**config.mk**
```make
export PLATFORM = sky130hd
export DESIGN_NAME = regfile_access_master
export DESIGN_NICKNAME = d
export VERILOG_FILES = /design/src/rtl/regfile_pkg.sv /design/src/rtl/regfile_access_master.sv
export SDC_FILE = /design/constraint.sdc
export NUM_CORES = 1
export LEC_CHECK = 0
export ABC_AREA = 1
export BUFFER_PORTS_ARGS = -buffer_cell sky130_fd_sc_hd__buf_4
export CORE_ASPECT_RATIO = 0.6
export CORE_MARGIN = 10
export CORE_UTILIZATION = 55
export CTS_BUF_LIST = sky130_fd_sc_hd__clkbuf_8
export DETAILED_ROUTE_END_ITERATION = 6
export PLACE_DENSITY = 0.83
export SLEW_MARGIN = 20
export SYNTH_ARGS = -nofsm -noshare
export SYNTH_HDL_FRONTEND = slang
export SYNTH_SLANG_ARGS = --single-unit
```
**constraint.sdc**
```tcl
create_clock -name clock -period 1.8 [get_ports clock]
set_input_delay 0.09 -clock clock [delete_from_list [all_inputs] [get_ports clock]]
set_output_delay 0.09 -clock clock [all_outputs]
set_load 0.005 [all_outputs]
```
**src/rtl/regfile_pkg.sv**
```systemverilog
// Shared types and default sizes for the register-file access master.
package regfile_pkg;

  localparam int DEF_ADDR_W = 2;
  localparam int DEF_DATA_W = 8;

  typedef enum logic [1:0] {
    OP_READ    = 2'd0,
    OP_WRITE   = 2'd1,
    OP_RMW_ADD = 2'd2,
    OP_SWAP    = 2'd3
  } op_e;

  typedef enum logic [1:0] {
    ST_IDLE   = 2'd0,
    ST_FETCH  = 2'd1,
    ST_UPDATE = 2'd2,
    ST_RESP   = 2'd3
  } state_e;

endpackage

```
**src/rtl/regfile_access_master.sv**
```systemverilog
// Single-command register-file master: READ, WRITE, RMW_ADD and SWAP with a
// valid/ready command port and a valid/ready response port.
//
// state  | meaning
// IDLE   | cmd_ready high, waiting for a command
// FETCH  | read data valid for the latched address; WRITE strobes here
// UPDATE | RMW_ADD/SWAP write strobe
// RESP   | rsp_valid high until rsp_ready
module regfile_access_master
  import regfile_pkg::*;
#(
  parameter int ADDR_W = DEF_ADDR_W,
  parameter int DATA_W = DEF_DATA_W
) (
  input  logic              clock,
  input  logic              reset_n,
  input  logic              cmd_valid,
  output logic              cmd_ready,
  input  logic [1:0]        cmd_op,
  input  logic [ADDR_W-1:0] cmd_addr,
  input  logic [DATA_W-1:0] cmd_data,
  output logic              rsp_valid,
  input  logic              rsp_ready,
  output logic [DATA_W-1:0] rsp_data,
  output logic [ADDR_W-1:0] rf_write_address,
  output logic [DATA_W-1:0] rf_write_data,
  output logic              rf_write_en,
  output logic [ADDR_W-1:0] rf_read_address,
  input  logic [DATA_W-1:0] rf_read_data
);

  state_e            state_q, state_d;
  op_e               op_q, op_d;
  logic [DATA_W-1:0] data_q, data_d;
  logic [ADDR_W-1:0] rd_addr_q, rd_addr_d;
  logic [ADDR_W-1:0] wr_addr_q, wr_addr_d;
  logic [DATA_W-1:0] wr_data_q, wr_data_d;
  logic              wr_en_q, wr_en_d;
  logic              rsp_valid_q, rsp_valid_d;
  logic [DATA_W-1:0] rsp_data_q, rsp_data_d;

  always_comb begin
    state_d     = state_q;
    op_d        = op_q;
    data_d      = data_q;
    rd_addr_d   = rd_addr_q;
    wr_addr_d   = wr_addr_q;
    wr_data_d   = wr_data_q;
    wr_en_d     = 1'b0;
    rsp_valid_d = rsp_valid_q;
    rsp_data_d  = rsp_data_q;
    unique case (state_q)
      ST_IDLE: begin
        if (cmd_valid) begin
          op_d      = op_e'(cmd_op);
          data_d    = cmd_data;
          rd_addr_d = cmd_addr;
          state_d   = ST_FETCH;
          // WRITE strobes in the FETCH cycle, so the registered strobe is armed on accept
          if (op_e'(cmd_op) == OP_WRITE) begin
            wr_en_d   = 1'b1;
            wr_addr_d = cmd_addr;
            wr_data_d = cmd_data;
          end
        end
      end
      ST_FETCH: begin
        unique case (op_q)
          OP_READ: begin
            rsp_data_d  = rf_read_data;
            rsp_valid_d = 1'b1;
            state_d     = ST_RESP;
          end
          OP_WRITE: begin
            rsp_data_d  = data_q;
            rsp_valid_d = 1'b1;
            state_d     = ST_RESP;
          end
          OP_RMW_ADD: begin
            rsp_data_d = rf_read_data;
            wr_en_d    = 1'b1;
            wr_addr_d  = rd_addr_q;
            wr_data_d  = rf_read_data + data_q;
            state_d    = ST_UPDATE;
          end
          OP_SWAP: begin
            rsp_data_d = rf_read_data;
            wr_en_d    = 1'b1;
            wr_addr_d  = rd_addr_q;
            wr_data_d  = data_q;
            state_d    = ST_UPDATE;
          end
          default: state_d = ST_IDLE;
        endcase
      end
      ST_UPDATE: begin
        rsp_valid_d = 1'b1;
        state_d     = ST_RESP;
      end
      ST_RESP: begin
        if (rsp_ready) begin
          rsp_valid_d = 1'b0;
          state_d     = ST_IDLE;
        end
      end
      default: state_d = ST_IDLE;
    endcase
  end

  always_ff @(posedge clock or negedge reset_n) begin
    if (!reset_n) begin
      state_q     <= ST_IDLE;
      op_q        <= OP_READ;
      data_q      <= '0;
      rd_addr_q   <= '0;
      wr_addr_q   <= '0;
      wr_data_q   <= '0;
      wr_en_q     <= 1'b0;
      rsp_valid_q <= 1'b0;
      rsp_data_q  <= '0;
    end else begin
      state_q     <= state_d;
      op_q        <= op_d;
      data_q      <= data_d;
      rd_addr_q   <= rd_addr_d;
      wr_addr_q   <= wr_addr_d;
      wr_data_q   <= wr_data_d;
      wr_en_q     <= wr_en_d;
      rsp_valid_q <= rsp_valid_d;
      rsp_data_q  <= rsp_data_d;
    end
  end

  assign cmd_ready        = (state_q == ST_IDLE);
  assign rsp_valid        = rsp_valid_q;
  assign rsp_data         = rsp_data_q;
  assign rf_read_address  = rd_addr_q;
  assign rf_write_address = wr_addr_q;
  assign rf_write_data    = wr_data_q;
  assign rf_write_en      = wr_en_q;

endmodule

```
; ---- Yosys cells after proc, flatten, opt, wreduce, memory -nomap -nowiden
; Cells that the tools add are included.
; W data, S select, Z words.
[classes]
add_sub_neg = 1
eq_ne = 13
mux = 20
reduce_logical = 12
[ops]
columns = operator, count
row1 = $pmux W8 S2, 3
row2 = $mux W8, 2
row3 = $mux W2, 5
row4 = $add A8 B8 Y8, 1
row5 = $eq A2 B2 Y1 const B, 4
row6 = $ne A2 B2 Y1 const B, 4
row7 = $pmux W2 S2, 2
row8 = $pmux W2 S4, 1
row9 = $reduce_and A4 Y1, 2
row10 = $eq A2 B1 Y1 const B, 3
row11 = $mux W1, 5
row12 = $logic_not A2 Y1, 2
row13 = $reduce_and A2 Y1, 2
row14 = $reduce_or A2 Y1, 2
row15 = $ne A3 B3 Y1 const B, 1
row16 = $pmux W1 S3, 1
row17 = $reduce_and A3 Y1, 1
row18 = $reduce_bool A3 Y1, 1
row19 = $reduce_or A3 Y1, 1
row20 = $ne A2 B1 Y1 const B, 1
row21 = $pmux W1 S2, 1
row22 = $reduce_bool A2 Y1, 1
[totals]
register_bits = 34
in_bits = 24

; ---- Depth between registers and ports, before layout
; Gate-level depths: netlist (run 1).
[logic_depth]
ltp_word = 4
mapped_depth = 12

; ---- Worst setup path before layout (run 1)
; Ideal clock, no wire load.
[synth_timing]
path_kind = reg-to-reg
start = register data_q[0]
end = register wr_data_q[6] (netlist: rf_write_data[6])
setup_time_ns = 0.077
arrival_ns = 1.503
required_time_ns = 1.723
setup_slack_ns = 0.219
stages_incl_launch_ff = 13
path_buffers = 0
period_less_slack_ns = 1.581
path_cell_list = dfrtp_1 > ha_1 > inv_1 > fa_1 > inv_1 > nand2_1 > nand2_1 > nand3b_1 > nand2_1 > nand2_1 > nand3_1 > nand2_1 > a21oi_1
[synth_between]
elab_chain_len = 3
[synth_lines]
columns = element, line
row1 = "start, declared", regfile_access_master.sv:34  ; logic [DATA_W-1:0] data_q, data_d;
row2 = "start signal, assigned", regfile_access_master.sv:124  ; data_q <= data_d;
row3 = $add A8 B8 Y8, regfile_access_master.sv:83  ; wr_data_d = rf_read_data + data_q;
row4 = $pmux W8 S2, regfile_access_master.sv:68  ; unique case (op_q)
row5 = $pmux W8 S2, regfile_access_master.sv:52  ; unique case (state_q)
row6 = "end signal, assigned", regfile_access_master.sv:127  ; wr_data_q <= wr_data_d;
row7 = "end, declared", regfile_access_master.sv:37  ; logic [DATA_W-1:0] wr_data_q, wr_data_d;
; No other way between the ends.
; A chain may end at the register's enable or synchronous reset.

; ---- Final worst setup path (run 1)
[layout_timing]
start = register state_q[0]
end = register wr_data_q[6] (netlist: rf_write_data[6])
[layout_between]
elab_chain_len = 3
word_cells_on_any_way = 8
[layout_lines]
columns = element, line
row1 = "start, declared", regfile_access_master.sv:32  ; state_e state_q, state_d;
row2 = "start signal, assigned", regfile_access_master.sv:122  ; state_q <= state_d;
row3 = $eq A2 B1 Y1 or $logic_not A2 Y1 (tied branches), regfile_access_master.sv:52
row4 = $ne A3 B3 Y1 (no source line) (tied with other cells), n/a
row5 = $reduce_and A4 Y1 (no source line), n/a
; Parallel ways exist; a longest one is shown, timed or not.

==> flow_results.org, run 1 <==
** Placement
- Placed wire-length estimate after detailed placement :: slightly above 4000 um
- PortBufs :: between 40 and 50
- Prior to clock tree synthesis, the placed netlist has a worst setup slack of 0.0637 ns.
- Cell area reported after detailed placement :: between 0.002 and 0.0025 mm^2
- Routability congestion estimate from global placement :: 0.821

** Power and ir drop
- Clk pwr share :: 0.115
- Pleak :: 1.28 nW
- The share of total power dissipated in combinational logic is 0.590.
- Internal power component :: roughly 2.8 mW
- Of the total power, registers draw 0.295.
- Proportion of total power due to net switching :: 0.438
- Power spread over the standard cell area amounts to approximately 1900 mW/mm^2.
- For this design the total switching power over the nets is between 2 and 2.5 mW.
- Across the VDD grid, the largest voltage drop is between 1 and 1.5 mV.

** Clock tree
- In this run the clock root is driven by a sky130_fd_sc_hd__clkbuf_8.
- Sinks on Clock Net :: 34
- The number of clock buffers added by TritonCTS is 5.
- Clock-pin slew was measured on the worst setup and hold paths at 0.07 ns.
- TritonCTS built the clock tree.
- For the worst-skew pair, the clock arrives at the later sink with an insertion delay of between 0.2 and 0.3 ns.
- Maximum buffer depth of the clock tree :: 2
- The H-tree was split into 2 levels.

** Global routing
- Global-route wire length before repair :: 8830 um
- The number of antenna violations at the first check in global routing came to 0.
- Entering global routing, the biggest net connects 35 pins.
- Summed over all layers, the global routing overflow is 0.
- Global-route usage over all layers :: 0.176
- Vias in the first global route :: about 1,800

** Synthesis
- Combined area of all synthesized cells :: 0.00193 mm^2
- The cell count after synthesis came out at approximately 240.
- When the netlist entered floorplanning its net count stood at around 280.
- Library cell with the largest summed area after synthesis :: sky130_fd_sc_hd__dfrtp_1
- For this run, the register share of the synthesized area comes to 0.440.
- Avg Inst Size Synth :: between 7 and 8 um^2
- The synthesized design contains 0 enable-type register cells.
- After synthesis the netlist holds a flip-flop and latch count of 34.
- Post-synthesis async set-or-reset flop share :: 1.00
- Top_reg_cell synth :: sky130_fd_sc_hd__dfrtp_1
- Most area-consuming cells after synthesis :: sky130_fd_sc_hd__dfrtp_1, sky130_fd_sc_hd__nand2_1, sky130_fd_sc_hd__a21oi_1
- The share of synthesized area in the top cell type comes to 0.440.
- During synthesis, Yosys emitted a total of 0 warnings.
- The number of different library cells used by synthesis comes to 24.

** Timing
- Setup repair after global routing could not meet its margin everywhere.
- Headroom to the max-slew limit came out at 0.707.
- Static timing analysis puts the maximum clock frequency at between 500 and 600 MHz.
- At the pin with the least slew margin, the transition time is around 0.44 ns.
- Final worst path period share :: 0.974
- Worst-case setup margin in the final layout :: between 0.04 and 0.05 ns
- Final setup vio count :: 0
- Final Hold Slack :: about 0.021 ns
- On the final layout, the worst clock skew is 0.00872 ns.
- Final Hold Fails :: 0
- The max-slew violation total from the final report was 0.
- After layout, the minimum clock period comes to roughly 1.8 ns.
- Setup TNS :: 0 ns

** Route
- Summing over every cut layer, the via total after detailed routing is approximately 2,000.
- For this run, the detailed router's first-pass iteration total came to 5.
- After detailed routing, the number of vias per cell comes to ~5.6.
- Post-detailed-route wirelength per cell :: between 15 and 20 um
- Remaining design rule violation count :: 0
- Wire length after detailed routing :: between 5000 and 6000 um
- Initial detailed-routing violation count :: 210
- The detail route stage leaves a number of antenna-violating nets equal to 0.

** Floorplan
- From bottom edge to top edge, the die measures approximately 66 um.
- Die area :: 0.00636 mm^2
- Starting Density :: 0.581
- Placement Rows :: 16
- The die is about 97 um wide.
- Number of ports placed on the die boundary :: 47
- The core region is between 0.003 and 0.004 mm^2.

** Finish
- Area of all sequential standard cells :: 851 um^2
- Commonest non-fill, non-tap cells in the layout :: sky130_fd_sc_hd__buf_4, sky130_fd_sc_hd__nand2_1, sky130_fd_sc_hd__a21oi_1
- The library cell used most frequently in the layout, excluding fill and tap cells, is sky130_fd_sc_hd__buf_4.
- Number of diodes added for antenna fixing :: 0
- Synth-to-layout area growth :: 32.3%
- In the final layout, the share of cells above drive strength 1 is 0.311.
- The finished cells cover about 0.0026 mm^2.
- At the end of the flow, the number of nets in the layout was around 340.
- Number of fillers in the final layout :: 241
- Area of combinational cells with multiple inputs :: about 990 um^2

** Worst setup path
- STA classifies the critical path endpoint as a register.
- For the worst setup path, the data required time is a little under 2 ns.
- Kind of start point of the critical path :: register
- The setup path with the least slack is of type register to register.
- Critical-path maximum fanout :: 6
- STA puts the critical path data arrival time at 1.93 ns.

** Outcome
- Run status :: complete, no violations

** Worst hold path
- Class of the most critical hold timing path :: primary input to register

** Job
- Max Cap Viol :: 0
through the flow:
step / std cells / utilization / total power [mW]
after floorplan: 243 / - / 3.00
after global placement: 335 / 0.707 / 3.89
after detailed placement: 335 / 0.707 / 4.01
after CTS: 344 / 0.738 / 4.60
after global routing: 350 / 0.769 / 5.35
final: 350 / 0.769 / 4.94
state kept, by name, summed over array words and instances (netlist names):
name              flops
data_q                8
rf_write_data         8
rsp_data              8
op_q                  2
rf_read_address       2
rf_write_address      2
state_q               2
rf_write_en           1
rsp_valid             1
synth_stat cells (2+ instances only):
library cell / count
sky130_fd_sc_hd__a31oi_1: 3
sky130_fd_sc_hd__nor2_2: 2
sky130_fd_sc_hd__mux2_2: 6
sky130_fd_sc_hd__nand2_1: 55
sky130_fd_sc_hd__buf_2: 2
sky130_fd_sc_hd__a21oi_1: 40
sky130_fd_sc_hd__buf_6: 2
sky130_fd_sc_hd__inv_1: 22
sky130_fd_sc_hd__or2_2: 2
sky130_fd_sc_hd__o21ai_0: 14
sky130_fd_sc_hd__dfrtp_1: 34
sky130_fd_sc_hd__nor2_1: 26
sky130_fd_sc_hd__ha_1: 10
sky130_fd_sc_hd__clkbuf_1: 3
sky130_fd_sc_hd__nand3_1: 11
sky130_fd_sc_hd__nand3b_1: 3
cell type report:
| type | instances | share of cell area |
|---|---|---|
| flip-flops and latches | 34 | 0.333 |
| well taps | 45 | 0.0220 |
| clock inverters | 2 | 0.00343 |
| repair buffers | 60 | 0.179 |
| multi-input cells | 176 | 0.386 |
| inverters | 26 | 0.0411 |
| repair inverters | 1 | 0.00294 |
| clock buffers | 6 | 0.0323 |
metal layers:
layer	global-route usage	part of all wire
met3	0.0578	0.12
met5	0	0
met4	0.0578	0.021
met1	0.244	0.42
met2	0.249	0.43
final timing paths:
| path | from | end | slack, ns | cells after the start |
|---|---|---|---|---|
| worst max-delay path | state_q[0] | rf_write_data[6] | 0.05 | 9 |
| worst min-delay path | cmd_op[0] | rf_write_en | 0.02 | 3 |
| worst max register to register | state_q[0] | rf_write_data[6] | 0.05 | 9 |
| worst min register to register | rf_write_data[3] | rf_write_data[3] | 0.52 | 2 |
| max in group asynchronous | reset_n | data_q[5] | 1.20 | 2 |
| min in group asynchronous | reset_n | rsp_data[7] | 0.28 | 2 |
logic make-up (layout without fill, tap and decap cells):
group | count (synthesis) | after routing | share of synthesized area
DFF | 34 | 34 | 0.440
AOI/OAI and AO/OA | 57 | 57 | 0.150
and+or+nand+nor | 100 | 100 | 0.214
xor gates and xnor gates | 2 | 2 | 0.00907
adders and majority gates | 11 | 11 | 0.0751
buffers and inverters | 33 | 95 | 0.0771
muxes | 6 | 6 | 0.0350
worst max-delay path, stage by stage (launching register included):
cell and delay (ns):
sky130_fd_sc_hd__dfrtp_1 0.38, sky130_fd_sc_hd__inv_1 0.10, sky130_fd_sc_hd__ha_4 0.20, sky130_fd_sc_hd__inv_2 0.05, sky130_fd_sc_hd__or2_1 0.11, sky130_fd_sc_hd__o21ai_1 0.08, sky130_fd_sc_hd__nor2_2 0.23, sky130_fd_sc_hd__clkinvlp_4 0.24
sky130_fd_sc_hd__a21oi_2 0.19, sky130_fd_sc_hd__a21oi_2 0.07
power by group through the flow:
stage	clock network, mW	registers [mW]	logic [mW]
2_1_floorplan	0	1.41	1.59
3_3_place_gp	0	1.43	2.46
3_5_place_dp	0	1.45	2.55
4_1_cts	0.571	1.44	2.58
5_1_grt	0.608	1.51	3.23
6_report	0.569	1.46	2.91
what timing repair did:
action	CTS	global route
endpoints found under the hold margin	34	0
hold buffers	1	0
setup buffers	0	5
endpoints found under the setup margin	0	11
resized for setup	0	20
Power figures use the tool's default switching activity.
==> inputs of run 2 (changes only) <==
- CORE_UTILIZATION: 55 -> 53
- CTS_BUF_LIST: sky130_fd_sc_hd__clkbuf_8 -> not set
- PLACE_DENSITY: 0.83 -> 0.8
- REMOVE_ABC_BUFFERS: not set -> 1
==> run 2 against run 1 <==
Cell count decreased by 1.4%. Hold slack worse by 0.015 ns. Non-clock buffer count fell by 4. Worst setup slack improved by 0.076 ns. Critical path depth is 1 higher. Register-to-register slack better by 0.08 ns.
==> flow_results.org, run 2 (same netlist as run 1, synthesis figures left out) <==
** Floorplan
- Number of ports placed on the die boundary :: 47
- Placement Rows :: 16
- The region available for standard cell placement spans 0.00338 mm^2.
- The die is around 67 um tall.
- X dimension of the die :: 97.9 um
- Starting Density :: 0.571
- The floorplan step defined a die boundary enclosing 0.00654 mm^2.

** Global routing
- Grt total ovfl :: 0
- The number of antenna violations at the first check in global routing was 0.
- In the global route stage, overall resource usage came out at 0.154.
- Global-route wire length before repair :: slightly above 8000 um
- The number of global-route vias before repair came to about 1,700.
- Pin count of the biggest net entering global routing :: 35

** Placement
- OpenSTA, run right after detailed placement, puts the worst setup slack at 0.0591 ns.
- Routability congestion estimate from global placement :: 0.854
- The wire-length estimate of the detail-placed layout is between 3000 and 4000 um.
- PortBufs :: 46

** Job
- Max Cap Viol :: 0

** Route
- Dividing the detail-routed via count by the number of cells gives around 5.3.
- Number of nets with antenna violations after detailed routing :: 0
- The first routing iteration left between 90 and 100 violations.
- For this block, the routed nets add up to about 5100 um of wire.
- After detailed routing, the average wire length per cell comes to 14.8 um.
- Remaining design rule violation count :: 0
- Length of the first detailed-routing pass in iterations :: 5
- Vias post-DR :: roughly 1,800

** Finish
- Of the cells placed in the final design, the portion with a size suffix greater than 1 is 0.260.
- For this run, the post-layout net count is approximately 330.
- Synth-to-layout area growth :: 28.4%
- The number of antenna diodes in the final layout is 0.
- Most frequent standard cell in the layout excluding fill and tap cells :: sky130_fd_sc_hd__nand2_1
- Commonest non-fill, non-tap cells in the layout :: sky130_fd_sc_hd__nand2_1, sky130_fd_sc_hd__buf_4, sky130_fd_sc_hd__a21oi_1
- Number of fillers in the final layout :: between 200 and 300

** Worst setup path
- Data required time at the worst endpoint :: about 2 ns
- CP most frequent cell :: sky130_fd_sc_hd__nand2_1
- The setup path with the least slack is of type register to register.
- Kind of cell adding the most delay to the critical path :: adder cells
- The worst setup path is launched from a register.
- Counting both buffers and inverters, the worst setup path holds a total of 2.
- Data arrives at the worst endpoint at around 1.9 ns.
- Along the worst path, the maximum fanout reaches 3.
- Category of the worst setup path capture point :: register
- Slowest library cell on the worst path :: sky130_fd_sc_hd__dfrtp_1
- Delay of the slowest cell on the worst path :: between 0.3 and 0.4 ns
- The critical path runs through a total of 10 cells.
- Walking the worst path, the cells encountered are ha_1 > inv_1 > fa_2 > inv_1 > nand2_1 > nand2_1 > a21oi_1 > o21ai_0 > nand2_1 > a21oi_1.
- The worst register-to-register path has a depth of 10.

** Timing
- Across the routed clock network, the largest skew measured is 0.00884 ns.
- The clock period could shrink to 1.68 ns.
- The max-slew violation total from the final report was 0.
- Setup violations remaining at the end of the flow were counted as 0.
- Least-Margin Pin Slew :: about 0.43 ns
- The tightest hold path in the finished design has a slack of 0.00508 ns.
- The count of final hold-check violations is 0.
- Derived from the worst setup path, the maximum achievable clock frequency is slightly below 600 MHz.
- Worst-case setup margin in the final layout :: around 0.12 ns
- Worst max-slew margin expressed relative to the limit :: 0.713
- After routing, the total negative slack on setup checks comes to 0 ns.
- Setup repair after global routing left no endpoint under its margin.
- In the finished design, the share of the clock period the worst path needs comes to 0.931.

** Clock tree
- The clock tree synthesis step divided the H-tree into 2 levels.
- Total clock buffers created by CTS :: 5
- Clock tree synthesis found a total of 34 sinks.
- TritonCTS clock tree :: done
- Cell at the root of the clock tree :: sky130_fd_sc_hd__clkbuf_8
- Later-pin clock latency in the skew report :: roughly 0.29 ns
- Clock slew at the register clock pins of the worst setup and hold paths :: ~0.070 ns
- Maximum buffer depth of the clock tree :: 2

** Power and ir drop
- Pleak :: 1.26 nW
- Total power divided by cell area :: 1860 mW/mm^2
- VDD sags by at most 1.08 mV.

** Outcome
- The flow ran to the end, and the final reports show no timing, DRC or antenna violations.

** Worst hold path
- Class of the most critical hold timing path :: primary input to register
- The worst hold path passes through 3 cells.
## run 2: cell types whose count changed in the layout (fill, tap and decap cells not counted), moves of 2 or more
cell,delta
sky130_fd_sc_hd__o21ai_0,+2
sky130_fd_sc_hd__nand2_1,+3
sky130_fd_sc_hd__a21oi_2,-4
sky130_fd_sc_hd__o21ai_1,-2
sky130_fd_sc_hd__inv_1,+2
sky130_fd_sc_hd__a21oi_1,+4
sky130_fd_sc_hd__ha_4,-2
sky130_fd_sc_hd__nand2_2,-3
sky130_fd_sc_hd__ha_1,+3
sky130_fd_sc_hd__inv_2,-3
sky130_fd_sc_hd__buf_4,-4
## run 2: worst register-to-register path, stage by stage, from the launching register on
cell and delay [ns]:
sky130_fd_sc_hd__dfrtp_1 0.35, sky130_fd_sc_hd__ha_1 0.16, sky130_fd_sc_hd__inv_1 0.06, sky130_fd_sc_hd__fa_2 0.35, sky130_fd_sc_hd__inv_1 0.07, sky130_fd_sc_hd__nand2_1 0.05
sky130_fd_sc_hd__nand2_1 0.11, sky130_fd_sc_hd__a21oi_1 0.08, sky130_fd_sc_hd__o21ai_0 0.18, sky130_fd_sc_hd__nand2_1 0.07, sky130_fd_sc_hd__a21oi_1 0.13
## run 2: per-stage QoR
stage                     instance area [um^2]  power [mW]  std cells  utilization
final                                     2480        4.62        345        0.733
after global routing                      2480        5.04        345        0.733
after CTS                                 2470        4.59        344        0.729
after detailed placement                  2360        3.97        335        0.698
after global placement                    2360        3.89        335        0.698
after floorplan                           1890        2.91        236            -
## run 2: what timing repair did
item / in CTS / in global routing
endpoints found under the hold margin: 34 / 0
hold buffers: 1 / 0
gates resized for setup: 0 / 2
buffers inserted: 0 / 1
setup endpoints to repair: 0 / 8
## run 2: power breakdown
| part | total (mW) | internal [mW] | switching [mW] |
|---|---|---|---|
| Clock | 0.594 | 0.307 | 0.286 |
| Combinational | 2.59 | 1.18 | 1.42 |
| Sequential | 1.43 | 1.16 | 0.273 |
| Total | 4.62 | 2.64 | 1.98 |
## run 2: area by class of cell
cell class,instances,area (um^2),share of cell area
Clock inverter,2,12.5,0.00505
Sequential cell,34,851,0.343
Multi-Input combinational cell,176,937,0.378
Inverter,26,105,0.0424
Tap cell,45,56.3,0.0227
Clock buffer,6,82.6,0.0333
Timing Repair Buffer,56,435,0.176
## run 2: metal layers
metal  vias up  GRT usage  part of all wire
met3         5     0.0577             0.088
met2        78      0.234              0.43
li1        907          -                 -
met4         0     0.0325            0.0059
met5         -          0                 0
met1       852      0.205              0.47
## run 2: worst paths after layout
path	startpoint	to	slack, ns
setup / recovery	data_q[0]	rf_write_data[4]	0.12
max in group asynchronous	reset_n	rf_write_data[5]	1.21
min in group asynchronous	reset_n	op_q[1]	0.28
setup reg to reg	data_q[0]	rf_write_data[4]	0.12
hold reg to reg	rf_write_data[3]	rf_write_data[3]	0.50
hold / removal	cmd_op[0]	rf_write_en	0.005
==> inputs of run 3 (changes only) <==
- CORE_UTILIZATION: 53 -> 48
- HOLD_SLACK_MARGIN: not set -> 0.15
- PLACE_DENSITY: 0.8 -> 0.77
- SLEW_MARGIN: 20 -> not set
- clock period: 1.8 -> 1.5 ns (I/O delays scaled with it)
==> run 3 against run 2 <==
The flow now finishes with violations (setup timing). Register-to-register slack worse by 0.32 ns. Global-route usage is 2.2 points higher. First-iteration DRC count is 59% higher. Clock skew is 0.0024 ns lower. Design area is 26% higher. Critical path type unchanged. Largest power group unchanged. Highest routed layer unchanged.
==> flow_results.org, run 3 (same netlist as run 1, synthesis figures left out) <==
** Global routing
- Initial antenna violation count :: 0
- Pin count of the biggest net entering global routing :: 35
- Vias in the first global route :: 2,149
- The first global-routing pass estimated between 10,000 and 15,000 um of wire.
- After global routing the overflow that remains totals 0.
- In the global route stage, overall resource usage came out at 0.176.

** Floorplan
- After floorplanning, the core was sized to cover 0.00376 mm^2.
- For this configuration, the core starts out at a cell density of 0.513.
- Placement Rows :: 17
- Die area :: ~0.0070 mm^2
- For this design the top-level I/O count stands at 47.
- DIE HEIGHT :: 69.1 um
- The die is 102 um wide.

** Power and ir drop
- VDD sags by at most approximately 1.1 mV.
- Internal power component :: around 4 mW
- Of the total power, combinational logic draws 0.658.
- Switching pwr :: approximately 3.0 mW
- In this run the power density over the cells is 2230 mW/mm^2.
- The share of total power dissipated in the clock network is 0.094.
- The design draws ~6.9 mW.
- Pleak :: roughly 1.5 nW
- Of the total power, the share spent switching nets is 0.429.
- Flop pwr share :: 0.248

** Timing
- Across all setup checks in the final design, the least slack found is -0.192 ns.
- Fin Clk Skew :: around 0.0064 ns
- In the finished design, the share of the clock period the worst path needs comes to 1.13.
- Max Transition Viols Final :: 0
- Static timing analysis puts the maximum clock frequency at about 600 MHz.
- Setup repair after global routing could not meet its margin everywhere.
- The routed design could run at a clock period as short as approximately 1.7 ns.
- The count of final hold-check violations was 0.
- Final setup vio count :: 10
- In this run the tightest slew margin relative to its limit is 0.702.
- Least-Margin Pin Slew :: between 0.4 and 0.5 ns

** Placement
- Once placement finished, the instance area stood at approximately 0.0025 mm^2.
- Timing analysis after detailed placement gives a worst setup slack of -0.199 ns.
- Placed wire-length estimate after detailed placement :: between 3000 and 4000 um
- Routability congestion estimate from global placement :: around 0.83
- The count of buffers added on input and output ports is between 40 and 50.

** Outcome
- Run status :: finished with violations
- Failing checks :: setup timing

** Worst hold path
- The worst hold path belongs to the class primary input to register.

** Route
- For this block, the via count after detailed routing is 2,144.
- In this run, the number of DRC markers left after iteration 0 of detailed routing was ~150.
- Post-detailed-route wirelength per cell :: between 15 and 20 um
- Routed metal-1 wire length :: 2700 um
- Uppermost layer routed :: met4
- Routed length on met2 :: approximately 3300 um
- The detail route stage leaves a number of antenna-violating nets equal to 0.
- Summed over all nets, wire length on met3 after detailed routing comes to about 650 um.
- Wire length after detailed routing :: between 6000 and 7000 um
- The first detailed-routing pass took 4 iterations.
- Dividing the detail-routed via count by the number of cells gives approximately 5.4.
- In the routed design, unresolved DRC markers number 0.

** Finish
- The repair_antennas step left the layout with diodes totalling 0.
- Relative to the synthesized area, the layout overhead comes to 61.1%.
- In the layout the commonest cells are sky130_fd_sc_hd__buf_4, sky130_fd_sc_hd__nand2_1, sky130_fd_sc_hd__a21oi_1, sky130_fd_sc_hd__dfrtp_1, sky130_fd_sc_hd__nor2_1.
- Final Instance Area :: a little over 0.003 mm^2
- Most frequent standard cell in the layout excluding fill and tap cells :: sky130_fd_sc_hd__buf_4
- Of the cells placed in the final design, the portion with a size suffix greater than 1 is 0.401.
- Number of nets in the layout :: ~380

** Worst setup path
- The number of buffers and inverters on the critical path is 2.
- Category of the worst setup path capture point :: register
- Kind of start point of the critical path :: register
- Critical-path maximum fanout :: 3
- On the critical path, the stage with the largest delay is an instance of sky130_fd_sc_hd__fa_2.
- Traced cell by cell, the critical path runs through ha_2 > inv_2 > fa_2 > inv_2 > nand2_2 > nand2_2 > nand3b_1 > nand2_1 > nand2_1 > nand3_1 > nand2_1 > a21oi_2.
- Data required time at the worst endpoint :: 1.72 ns
- On the worst path, the slowest cell contributes a delay of approximately 0.36 ns.
- On the critical path the largest part of the delay comes from adder cells.
- The critical path in this run is classified as register to register.
- The cell that appears most often on the critical path is sky130_fd_sc_hd__nand2_1.
- Crit path arrival time :: 1.92 ns

** Job
- Max Cap Viol :: 0

** Clock tree
- Cell at the root of the clock tree :: sky130_fd_sc_hd__clkbuf_8
- Clock slew at the register clock pins of the worst setup and hold paths :: 0.07 ns
- Maximum level of the CTS H-tree :: 2
- CTS saw 34 sinks.
- TritonCTS built the clock tree.
- Total clock buffers created by CTS :: 5
- Later-pin clock latency in the skew report :: between 0.2 and 0.3 ns
- Maximum buffer depth of the clock tree :: 2
run 3: changes by cell type in the layout (fill, tap and decap cells not counted), moves of 7 or more:
| cell | previous run | this run |
|---|---|---|
| sky130_fd_sc_hd__nand2_1 | 55 | 47 |
| sky130_fd_sc_hd__dlygate4sd3_1 | 1 | 21 |
| sky130_fd_sc_hd__buf_4 | 54 | 78 |
| sky130_fd_sc_hd__o21ai_0 | 14 | 7 |
| sky130_fd_sc_hd__nand2_2 | 0 | 7 |
run 3: final timing paths:
check | startpoint | end | slack [ns] | cells after the start
max | data_q[0] | rf_write_data[6] | -0.19 | 12
min | rsp_ready | rsp_valid | 0.21 | 5
max reg2reg | data_q[0] | rf_write_data[6] | -0.19 | 12
min reg2reg | rf_write_data[3] | rf_write_data[3] | 0.50 | 2
max in group asynchronous | reset_n | rf_write_data[5] | 0.90 | 2
min in group asynchronous | reset_n | rf_write_data[2] | 0.28 | 2
run 3: area by class of cell:
type,instances,area [um^2]
repair inverters,1,7.51
fillers,204,652
multi-input cells,176,1120
inverters,26,106
clock inverters,2,10.0
repair buffers,105,886
well taps,47,58.8
flip-flops and latches,34,851
clock buffers,5,68.8
run 3: per-layer routing:
layer / vias to the layer above / GRT usage
met5: - / 0
li1: 1003 / -
met4: 0 / 0.0617
met2: 102 / 0.284
met3: 16 / 0.0536
met1: 1023 / 0.215
run 3: repair_timing:
item	4_1_cts	5_1_grt
gates cloned	1	1
buffers inserted	6	5
pin swaps	11	12
hold buffers	21	0
setup endpoints to repair	16	17
resized for setup	27	33
endpoints found under the hold margin	65	0
run 3: worst reg2reg max path: cells and delay by family, from the launching register on:
| kind | cells | cell delay (ns) |
|---|---|---|
| adder cells (fa/ha/maj) | 2 | 0.55 |
| flip-flops | 1 | 0.35 |
| buffers and inverters | 2 | 0.12 |
| AND/OR/NAND/NOR | 7 | 0.50 |
| AO/OA/AOI/OAI | 1 | 0.11 |
run 3: power groups by stage:
stage,clock (mW),sequential [mW],combinational [mW]
5_1_grt,0.684,1.78,4.98
2_1_floorplan,0,1.69,1.79
6_report,0.651,1.72,4.56
4_1_cts,0.663,1.69,3.93
3_5_place_dp,0,1.68,3.47
3_3_place_gp,0,1.67,3.39
run 3: through the flow:
step | hold slack, ns | std cells | setup TNS, ns | util
final | 0.211 | 396 | -1.21 | 0.827
after CTS | 0.194 | 390 | -0.354 | 0.782
after global routing | 0.248 | 396 | -2.23 | 0.827
after global placement | 0.0508 | 356 | -1.14 | 0.666
after detailed placement | 0.0546 | 356 | -1.35 | 0.666
after floorplan | -0.221 | 236 | -3.02 | -
